--- src/rtl/chdr_strc_responder.sv ---
// chdr_strc_responder
//   Parses CHDR stream command packets (INIT / PING / RESYNC) arriving on the
//   command AXI-Stream input, applies them to the endpoint transfer counters,
//   and answers each with a 5-word CHDR stream status packet addressed back to
//   the commanding endpoint. Non-command packets are discarded.
//
// Ports
//   clk, rst             single clock, synchronous active-high reset
//   my_epid              local EPID, reported as status src_epid
//   xfer_pkt_stb/bytes   ingress buffer consumption strobe and byte count
//   s_axis_chdr_*        command input (64-bit CHDR)
//   m_axis_chdr_*        status output (64-bit CHDR)
//   drop_stb             1-cycle pulse per discarded non-command packet
//   xfer_count_pkts      40-bit packet counter
//   xfer_count_bytes     64-bit byte counter
module chdr_strc_responder #(
   parameter logic [39:0] BUFF_CAPACITY_BYTES = 40'd65536,
   parameter logic [23:0] BUFF_CAPACITY_PKTS  = 24'd64
) (
   input  logic        clk,
   input  logic        rst,
   input  logic [15:0] my_epid,
   input  logic        xfer_pkt_stb,
   input  logic [15:0] xfer_bytes,
   input  logic [63:0] s_axis_chdr_tdata,
   input  logic        s_axis_chdr_tlast,
   input  logic        s_axis_chdr_tvalid,
   output logic        s_axis_chdr_tready,
   output logic [63:0] m_axis_chdr_tdata,
   output logic        m_axis_chdr_tlast,
   output logic        m_axis_chdr_tvalid,
   input  logic        m_axis_chdr_tready,
   output logic        drop_stb,
   output logic [39:0] xfer_count_pkts,
   output logic [63:0] xfer_count_bytes
);

   typedef enum logic [2:0] {HDR, MDATA, CMD0, CMD1, DRAIN, RESP} state_t;

   typedef struct packed {
      logic [39:0] num_pkts;
      logic [3:0]  op_data;
      logic [3:0]  op_code;
      logic [15:0] src_epid;
   } cmd0_t;

   localparam logic [2:0] PKT_STRM_CMD  = 3'd2;
   localparam logic [2:0] PKT_STRM_STS  = 3'd1;
   localparam logic [3:0] OP_INIT       = 4'd0;
   localparam logic [3:0] OP_RESYNC     = 4'd2;
   localparam logic [3:0] STS_OKAY      = 4'd0;
   localparam logic [3:0] STS_CMDERR    = 4'd1;

   state_t      state, state_nxt;
   cmd0_t       cmd0_q;
   logic [63:0] num_bytes_q;
   logic [6:0]  mdata_cnt;
   logic        cmd_pending;
   logic [2:0]  beat;
   logic [15:0] resp_seq;
   logic [15:0] resp_dst;
   logic [3:0]  resp_sts;
   logic [39:0] snap_pkts;
   logic [63:0] snap_bytes;

   logic        s_beat, m_beat, s_last;
   logic        go_resp, trunc, act_ok;
   logic [2:0]  hdr_type;
   logic [6:0]  hdr_nmd;
   logic [39:0] pkts_nxt;
   logic [63:0] bytes_nxt, resync_bytes;
   logic [15:0] dst_nxt;
   logic [3:0]  sts_nxt;

   assign s_axis_chdr_tready = !rst && (state != RESP);
   assign m_axis_chdr_tvalid = (state == RESP);
   assign m_axis_chdr_tlast  = (state == RESP) && (beat == 3'd4);
   assign s_beat             = s_axis_chdr_tvalid && s_axis_chdr_tready;
   assign m_beat             = m_axis_chdr_tvalid && m_axis_chdr_tready;
   assign s_last             = s_axis_chdr_tlast;
   assign hdr_type           = s_axis_chdr_tdata[57:55];
   assign hdr_nmd            = s_axis_chdr_tdata[54:48];

   // op_data is captured with the command but no opcode here consumes it
   logic unused_op_data;
   assign unused_op_data = ^cmd0_q.op_data;

   always_comb begin
      state_nxt = state;
      go_resp   = 1'b0;
      trunc     = 1'b0;
      if (s_beat) begin
         case (state)
            HDR:
               if (hdr_type == PKT_STRM_CMD) begin
                  if (s_last) begin
                     state_nxt = RESP; go_resp = 1'b1; trunc = 1'b1;
                  end else begin
                     state_nxt = (hdr_nmd != 7'd0) ? MDATA : CMD0;
                  end
               end else begin
                  state_nxt = s_last ? HDR : DRAIN;
               end
            MDATA:
               if (s_last) begin
                  state_nxt = RESP; go_resp = 1'b1; trunc = 1'b1;
               end else if (mdata_cnt == 7'd1) begin
                  state_nxt = CMD0;
               end
            CMD0:
               if (s_last) begin
                  state_nxt = RESP; go_resp = 1'b1; trunc = 1'b1;
               end else begin
                  state_nxt = CMD1;
               end
            CMD1:
               if (s_last) begin
                  state_nxt = RESP; go_resp = 1'b1;
               end else begin
                  state_nxt = DRAIN;
               end
            DRAIN:
               if (s_last) begin
                  if (cmd_pending) begin
                     state_nxt = RESP; go_resp = 1'b1;
                  end else begin
                     state_nxt = HDR;
                  end
               end
            default: ;
         endcase
      end
      if ((state == RESP) && m_beat && (beat == 3'd4))
         state_nxt = HDR;
   end

   // A complete command acts on the counters; truncated ones only report.
   // num_bytes is still on the bus when the command ends on CMD1.
   assign act_ok       = go_resp && !trunc;
   assign resync_bytes = (state == CMD1) ? s_axis_chdr_tdata : num_bytes_q;

   always_comb begin
      pkts_nxt  = xfer_count_pkts;
      bytes_nxt = xfer_count_bytes;
      if (act_ok && (cmd0_q.op_code == OP_INIT)) begin
         pkts_nxt  = '0;
         bytes_nxt = '0;
      end else if (act_ok && (cmd0_q.op_code == OP_RESYNC)) begin
         pkts_nxt  = cmd0_q.num_pkts;
         bytes_nxt = resync_bytes;
      end else if (xfer_pkt_stb) begin
         pkts_nxt  = xfer_count_pkts + 40'd1;
         bytes_nxt = xfer_count_bytes + {48'd0, xfer_bytes};
      end
   end

   always_comb begin
      sts_nxt = (trunc || (cmd0_q.op_code > OP_RESYNC)) ? STS_CMDERR : STS_OKAY;
      case (state)
         CMD0:        dst_nxt = s_axis_chdr_tdata[15:0];
         CMD1, DRAIN: dst_nxt = cmd0_q.src_epid;
         default:     dst_nxt = 16'd0;
      endcase
   end

   always_ff @(posedge clk) begin
      if (rst) begin
         state            <= HDR;
         cmd0_q           <= '0;
         num_bytes_q      <= '0;
         mdata_cnt        <= '0;
         cmd_pending      <= 1'b0;
         beat             <= '0;
         resp_seq         <= '0;
         resp_dst         <= '0;
         resp_sts         <= '0;
         snap_pkts        <= '0;
         snap_bytes       <= '0;
         drop_stb         <= 1'b0;
         xfer_count_pkts  <= '0;
         xfer_count_bytes <= '0;
      end else begin
         state            <= state_nxt;
         drop_stb         <= 1'b0;
         xfer_count_pkts  <= pkts_nxt;
         xfer_count_bytes <= bytes_nxt;
         if (s_beat) begin
            case (state)
               HDR: begin
                  mdata_cnt   <= hdr_nmd;
                  cmd_pending <= 1'b0;
                  if (hdr_type != PKT_STRM_CMD) drop_stb <= 1'b1;
               end
               MDATA: mdata_cnt <= mdata_cnt - 7'd1;
               CMD0:  cmd0_q    <= cmd0_t'(s_axis_chdr_tdata);
               CMD1: begin
                  num_bytes_q <= s_axis_chdr_tdata;
                  cmd_pending <= !s_last;
               end
               default: ;
            endcase
         end
         if (go_resp) begin
            cmd_pending <= 1'b0;
            beat        <= '0;
            resp_dst    <= dst_nxt;
            resp_sts    <= sts_nxt;
            snap_pkts   <= pkts_nxt;
            snap_bytes  <= bytes_nxt;
         end
         if (m_beat) begin
            beat <= beat + 3'd1;
            if (beat == 3'd4) resp_seq <= resp_seq + 16'd1;
         end
      end
   end

   always_comb begin
      m_axis_chdr_tdata = '0;
      if (state == RESP) begin
         case (beat)
            3'd0:    m_axis_chdr_tdata = {6'b0, PKT_STRM_STS, 7'd0, resp_seq, 16'd40, resp_dst};
            3'd1:    m_axis_chdr_tdata = {BUFF_CAPACITY_BYTES, 4'b0, resp_sts, my_epid};
            3'd2:    m_axis_chdr_tdata = {snap_pkts, BUFF_CAPACITY_PKTS};
            3'd3:    m_axis_chdr_tdata = snap_bytes;
            default: m_axis_chdr_tdata = '0;
         endcase
      end
   end

endmodule

--- config.mk ---
export PLATFORM = sky130hd
export DESIGN_NAME = chdr_strc_responder
export DESIGN_NICKNAME = d
export VERILOG_FILES = /design/src/rtl/chdr_strc_responder.sv
export SDC_FILE = /design/constraint.sdc
export NUM_CORES = 1
export LEC_CHECK = 0
export ABC_AREA = 1
export CAP_MARGIN = 10
export CORE_MARGIN = 3
export CORE_UTILIZATION = 30
export DETAILED_ROUTE_END_ITERATION = 7
export GPL_TIMING_DRIVEN = 0
export PLACE_DENSITY = 0.59
export SLEW_MARGIN = 20
export SYNTH_ARGS = -nofsm -noshare
export SYNTH_HDL_FRONTEND = slang
export SYNTH_SLANG_ARGS = --single-unit
--- constraint.sdc ---
create_clock -name clk -period 3.46 [get_ports clk]
set_input_delay 0.692 -clock clk [delete_from_list [all_inputs] [get_ports clk]]
set_output_delay 0.692 -clock clk [all_outputs]
set_load 0.1 [all_outputs]
* Yosys cells after proc, flatten, opt, wreduce, memory -nomap -nowiden
Index checks and enable logic that the tools add are counted.
** Cells by class
- Add/subtract/negate cells :: 5
- $lt $le $gt $ge :: 1
- Equal/unequal tests :: 16
- Multiplexer cells :: 35
- Bitwise operators :: 2
- Reduce and logical (&&, ||, !) cells :: 32
** Operators by type and width (count)
- 64-bit 2-to-1 mux :: 5
- 64-bit case mux with 4 select lines :: 1
- 40-bit 2-to-1 mux :: 3
- 64-bit by 16-bit adder with 64-bit output :: 1
- 40-bit by 1-bit adder with 40-bit output (second input constant) :: 1
- 16-bit case mux with 2 select lines :: 1
- 3-bit 2-to-1 mux :: 10
- 16-bit by 1-bit adder with 16-bit output (second input constant) :: 1
- 3-bit by 2-bit equality test with 1-bit output (second input constant) :: 5
- 3-bit case mux with 5 select lines :: 1
- 7-bit case mux with 2 select lines :: 1
- 3-bit equality test (second input constant) :: 3
- 1-bit logical AND :: 9
- 1-bit 2-to-1 mux :: 9
- 2-bit AND reduction :: 4
- 2-bit OR reduction :: 4
- 7-bit by 1-bit equality test with 1-bit output (second input constant) :: 1
- 7-bit nonzero test :: 1
- 7-bit by 1-bit subtractor with 7-bit output (second input constant) :: 1
- 3-bit by 1-bit equality test with 1-bit output (second input constant) :: 2
- 3-bit zero test :: 2
- 3-bit != test (second input constant) :: 2
- 2-bit nonzero test :: 3
- 3-bit OR reduction :: 2
- 14 further kinds :: 18
** Storage, ports and cells
- Flip-flop bits (word level) :: 383
- Bits of input ports :: 102
- Output and inout bits :: 172
- Word-level logic and storage cells :: 107

* Logic depth before layout (Yosys ltp)
Gate-level depths: netlist of run 1.
- Depth in word-level cells :: 9
- Depth in mapped cells :: 15
- Gate-level depth less buffers :: 14

* Worst setup path after synthesis of run 1
No wires, ideal clock.
- Kind :: register to output
- From :: register beat[0]
- To :: output port m_axis_chdr_tdata[6]
- Arrival :: 2.795 ns
- Required time :: 2.768 ns
- Path slack :: -0.027 ns
- Cell stages (with the launch flop) :: 7
- Path buffers :: 2
- Cell sequence :: dfxtp_1 ha_1 ha_1 clkbuf_1 clkbuf_1 a21oi_1 a31oi_1
** Between the ends
- Cells in the longest elaborated chain, start to end :: 3
- Elaborated cells on any way between the ends :: 6
- Those cells by class :: eq/ne (3); mux (2); reduce/logical (1)
** RTL lines
- from (decl) :: line 59 : logic [2:0] beat;
- from (signal assigned) :: line 212 : beat <= beat + 3'd1;
- 3-bit by 2-bit equality test with 1-bit output, or another cell as far along :: line 221 : case (beat)
- 64-bit case mux with 4 select lines (*) :: line 221
- 64-bit 2-to-1 mux (*) :: line 220 : if (state == RESP) begin
- to (decl) :: line 29 : output logic [63:0] m_axis_chdr_tdata,
Every way passes the cells marked *; elsewhere a longest branch is shown, timed or not.

* Worst setup path after layout of run 1
- From :: register state[2]
- To :: output port m_axis_chdr_tdata[19]
** Between the ends
- Cells in the longest elaborated chain, start to end :: 2
** RTL lines
- from (decl) :: line 54 : state_t state, state_nxt;
- from (signal assigned) :: line 183 : state <= state_nxt;
- 3-bit equality test :: line 220
- 64-bit 2-to-1 mux :: line 220
Every way passes these cells.

==> results.yml, run 1 <==
synthesis:
  ys_async_sr_fraction_pct: 0
  synth_area_leaders: "dfxtp_1, nand2_1, nor2_1"
  yosysWarnings: 0
  synth_common_cells: "nand2_1, nor2_1, inv_1"
  synthesis.area_um2: 20430
  synth_cell_types: 46
  synth_nets: 3405
  synth-seq-area-share_pct: 37.24
  post-synth-top-count-cell: "nand2_1"
  ys_ff_latch: 380
  netlist_instances: 3276
  synth_ff_type: "dfxtp_1"
  syn_area_per_cell_um2: 6.235
  yosys.area.top_type_share_pct: 37.24
  synth_edf_count: 0
  synth_top_area_cell: "dfxtp_1"
sta:
  worst_slew_pin_slew_ps: 1080
  setup_violations: 0
  timing.final.ws_setup_ps: 21.57
  period_needed_ps: 3438
  final_hold_viol_count: 0
  clock_skew_ps: 31.11
  relSlewSlack_pct: 27.80
  rsz0062_at_grt: "false"
  timing.fmax_mhz: 290.8
  min_period_over_period_pct: 99.38
  slew_viol_final: 0
floorplan:
  fp.dieH_um: 266.9
  start_util_pct: 30.36
  rows: 95
  ioPinCount: 274
  fp.coreArea_um2: 67280
  die_area_um2: 71250
  die_w_um: 266.9
clock_tree:
  cts_num_sinks: 380
  postCtsHoldBufs: 0
  cts-root-buf: "clkbuf_16"
  numCtsBuffers: 43
  cts_max_path_buffers: 3
  cts_tree: "done"
  worstSkewPairLatency_ps: 580
  htree_levels: 2
  path_clk_slew_ps: 70
finish:
  n_fill_cell: 7302
  multiInputGateArea_um2: 10590
  regArea_um2: 7607
  layoutNonFillerInstCount: 4505
  finalNetCount: 3726
  syn_to_final_growth_pct: 25.98
  drive_above_1_share_pct: 6.639
worst_setup_path:
  critPathArrivalTime_ps: 2750
  required_ps: 2770
  start_kind: "flop"
  critPathCaptureType: "output pin"
  cp_num_buf_inv: 4
  cpPeakStageDelay_ps: 490
  crit_type: "reg2out"
  critical_path.cell_chain: "buf_2, nand3_4, nor2_4, inv_1, clkbuf_1, nor2_1, buf_2"
  crit_family: "buffers and inverters"
  crit_fanout: 10
  crit_slowest_cell: "buf_2"
  cpMostUsedCell: "buf_2"
pwr:
  vdd_ir_drop_max_mv: 0.2623
  power_leakage_nw: 11.31
  power_density_nw_per_um2: 435.6
global_route:
  grt_pass1_vias: 20490
  grt_max_degree: 15
  grt_pass1_wl_um: 132800
  antenna_found_initial: 3
  grt_overflow: 0
  gr-usage-all-layers_pct: 24.88
drt:
  drc_errors: 0
  wl_per_cell_um: 20.41
  drt_iter0_drc: 2696
  vias_per_cell: 5.035
  drt-total-wl_um: 91930
  postRouteAntennaNets: 0
  dr_total_vias: 22680
  detail_route.first_pass.iterations: 6
min_path:
  hold_class: "reg2reg"
placement:
  hpwl_um: 74620
  dpl_worst_slack_ps: -1457
  io_buffers: 273
  dp_cells: 4422
  place_congestion: 0.9742
run:
  maxCapViolCount: 0
outcome:
  status: "complete, no violations"
-- worst register-to-register path: stages, from the launching register on --
cell,delay (ps)
dfxtp_1,600
ha_1,390
nand2_1,140
nor2_1,360
inv_2,60
nor2_2,190
nand2_1,160
nor2_1,250
nand3_1,200
or2_2,320
nand3_1,70
nand2_1,70
a21oi_1,130
-- cells in the final DEF (no fill, tap or decap), types with 4 or more instances in the layout --
cell type          n
nor3_1            41
clkinv_2           7
nor4_1             5
a21oi_1          267
nand2_1          769
o21ai_0          237
nand4_1           68
or2_0              8
clkbuf_16         43
xor2_1            13
buf_2             52
clkbuf_2          11
or2_2              7
clkbuf_8          10
clkbuf_1          97
mux2i_1            8
buf_1              7
dfxtp_1          380
a21oi_2            5
o211ai_1          12
buf_4             42
nand3_1          217
o21a_1             4
inv_1            418
clkinvlp_4         4
bufinv_16          6
o21ai_1           13
clkbuf_4           6
nor2_1           543
clkdlybuf4s50_1  207
buf_6             15
nand3b_1          22
inv_2             10
ha_1              24
xnor2_1            7
-- flip-flops by register name (all words and copies together) (netlist names) --
| signal | cells |
|---|---|
| snap_bytes | 64 |
| num_bytes_q | 64 |
| resp_sts | 1 |
| mdata_cnt | 7 |
| beat | 3 |
| state | 3 |
| cmd_pending | 1 |
| xfer_count_pkts | 40 |
| snap_pkts | 40 |
| cmd0_q | 60 |
| xfer_count_bytes | 64 |
| resp_seq | 16 |
| resp_dst | 16 |
| drop_stb | 1 |
-- report_power, final --
group,switching (mW),internal [mW],total (mW)
clock,2.00,2.96,4.96
combinational,1.11,0.472,1.59
sequential,0.125,4.54,4.66
total,3.24,7.97,11.2
-- final cells by class --
class                      instances  area share [%]
antenna                            2         0.01945
buffer                           158           2.723
timing repair buffer             277           10.14
sequential                       380           29.56
clock inverter                    21           1.104
tap                              873           4.245
clock buffer                      57           4.775
multi-input combinational       2307           41.15
inverter                         430           6.287
-- cells by family (layout without fill, tap and decap cells) --
logic type	after synthesis	after routing	synth area share, %
compound gates	554	554	14.00
mux	8	8	0.3921
xor+xnor	20	20	0.8576
fa+ha+maj	27	27	1.691
buf+inv	589	943	11.22
simple gates	1698	1698	34.59
flops	380	380	37.24
other cells	0	2	0
-- path summary, 6_finish.rpt --
check,depth (start not counted),end,slack (ps),from
hold / removal,2,num_bytes_q[57],450,num_bytes_q[57]
hold reg to reg,2,num_bytes_q[57],450,num_bytes_q[57]
setup reg to reg,12,snap_pkts[28],460,xfer_count_pkts[0]
setup / recovery,7,m_axis_chdr_tdata[19],20,state[2]
-- metrics by stage --
stage	util, %	power, mW	hold WS, ps	setup TNS, ps	cell area, µm²
global placement	36.06	6.301	433.4	-93200	24260
CTS	38.17	11.21	450.2	0	25680
detailed placement	36.06	6.305	439.9	-90470	24260
global route	38.24	11.55	464.2	0	25730
floorplan	-	5.702	424.5	-64.34	20430
finish	38.25	11.21	449.8	0	25730
-- per-layer routing --
layer	GRT usage (%)	wire [µm]	vias up
met5	0	13	-
met4	7.662	2981	2
met3	4.591	8102	138
met2	40.03	40840	977
met1	33.83	40000	10480
li1	-	-	11090
-- what timing repair did --
item	4_1_cts	5_1_grt
pin swaps	2	0
setup endpoints to repair	67	41
setup buffers	4	0
resized for setup	399	23
(Power assumes the default switching activity.)
==> run 2, diff against run 1 <==
--- a/config.mk
+++ b/config.mk
@@ -12,7 +12,7 @@
 export DETAILED_ROUTE_END_ITERATION = 7
 export GPL_TIMING_DRIVEN = 0
 export PLACE_DENSITY = 0.59
-export SLEW_MARGIN = 20
+export SLEW_MARGIN = 0
 export SYNTH_ARGS = -nofsm -noshare
 export SYNTH_HDL_FRONTEND = slang
 export SYNTH_SLANG_ARGS = --single-unit
==> results of run 2 <==
Same layout as run 1: the final DEF is identical, and so are final timing and power.
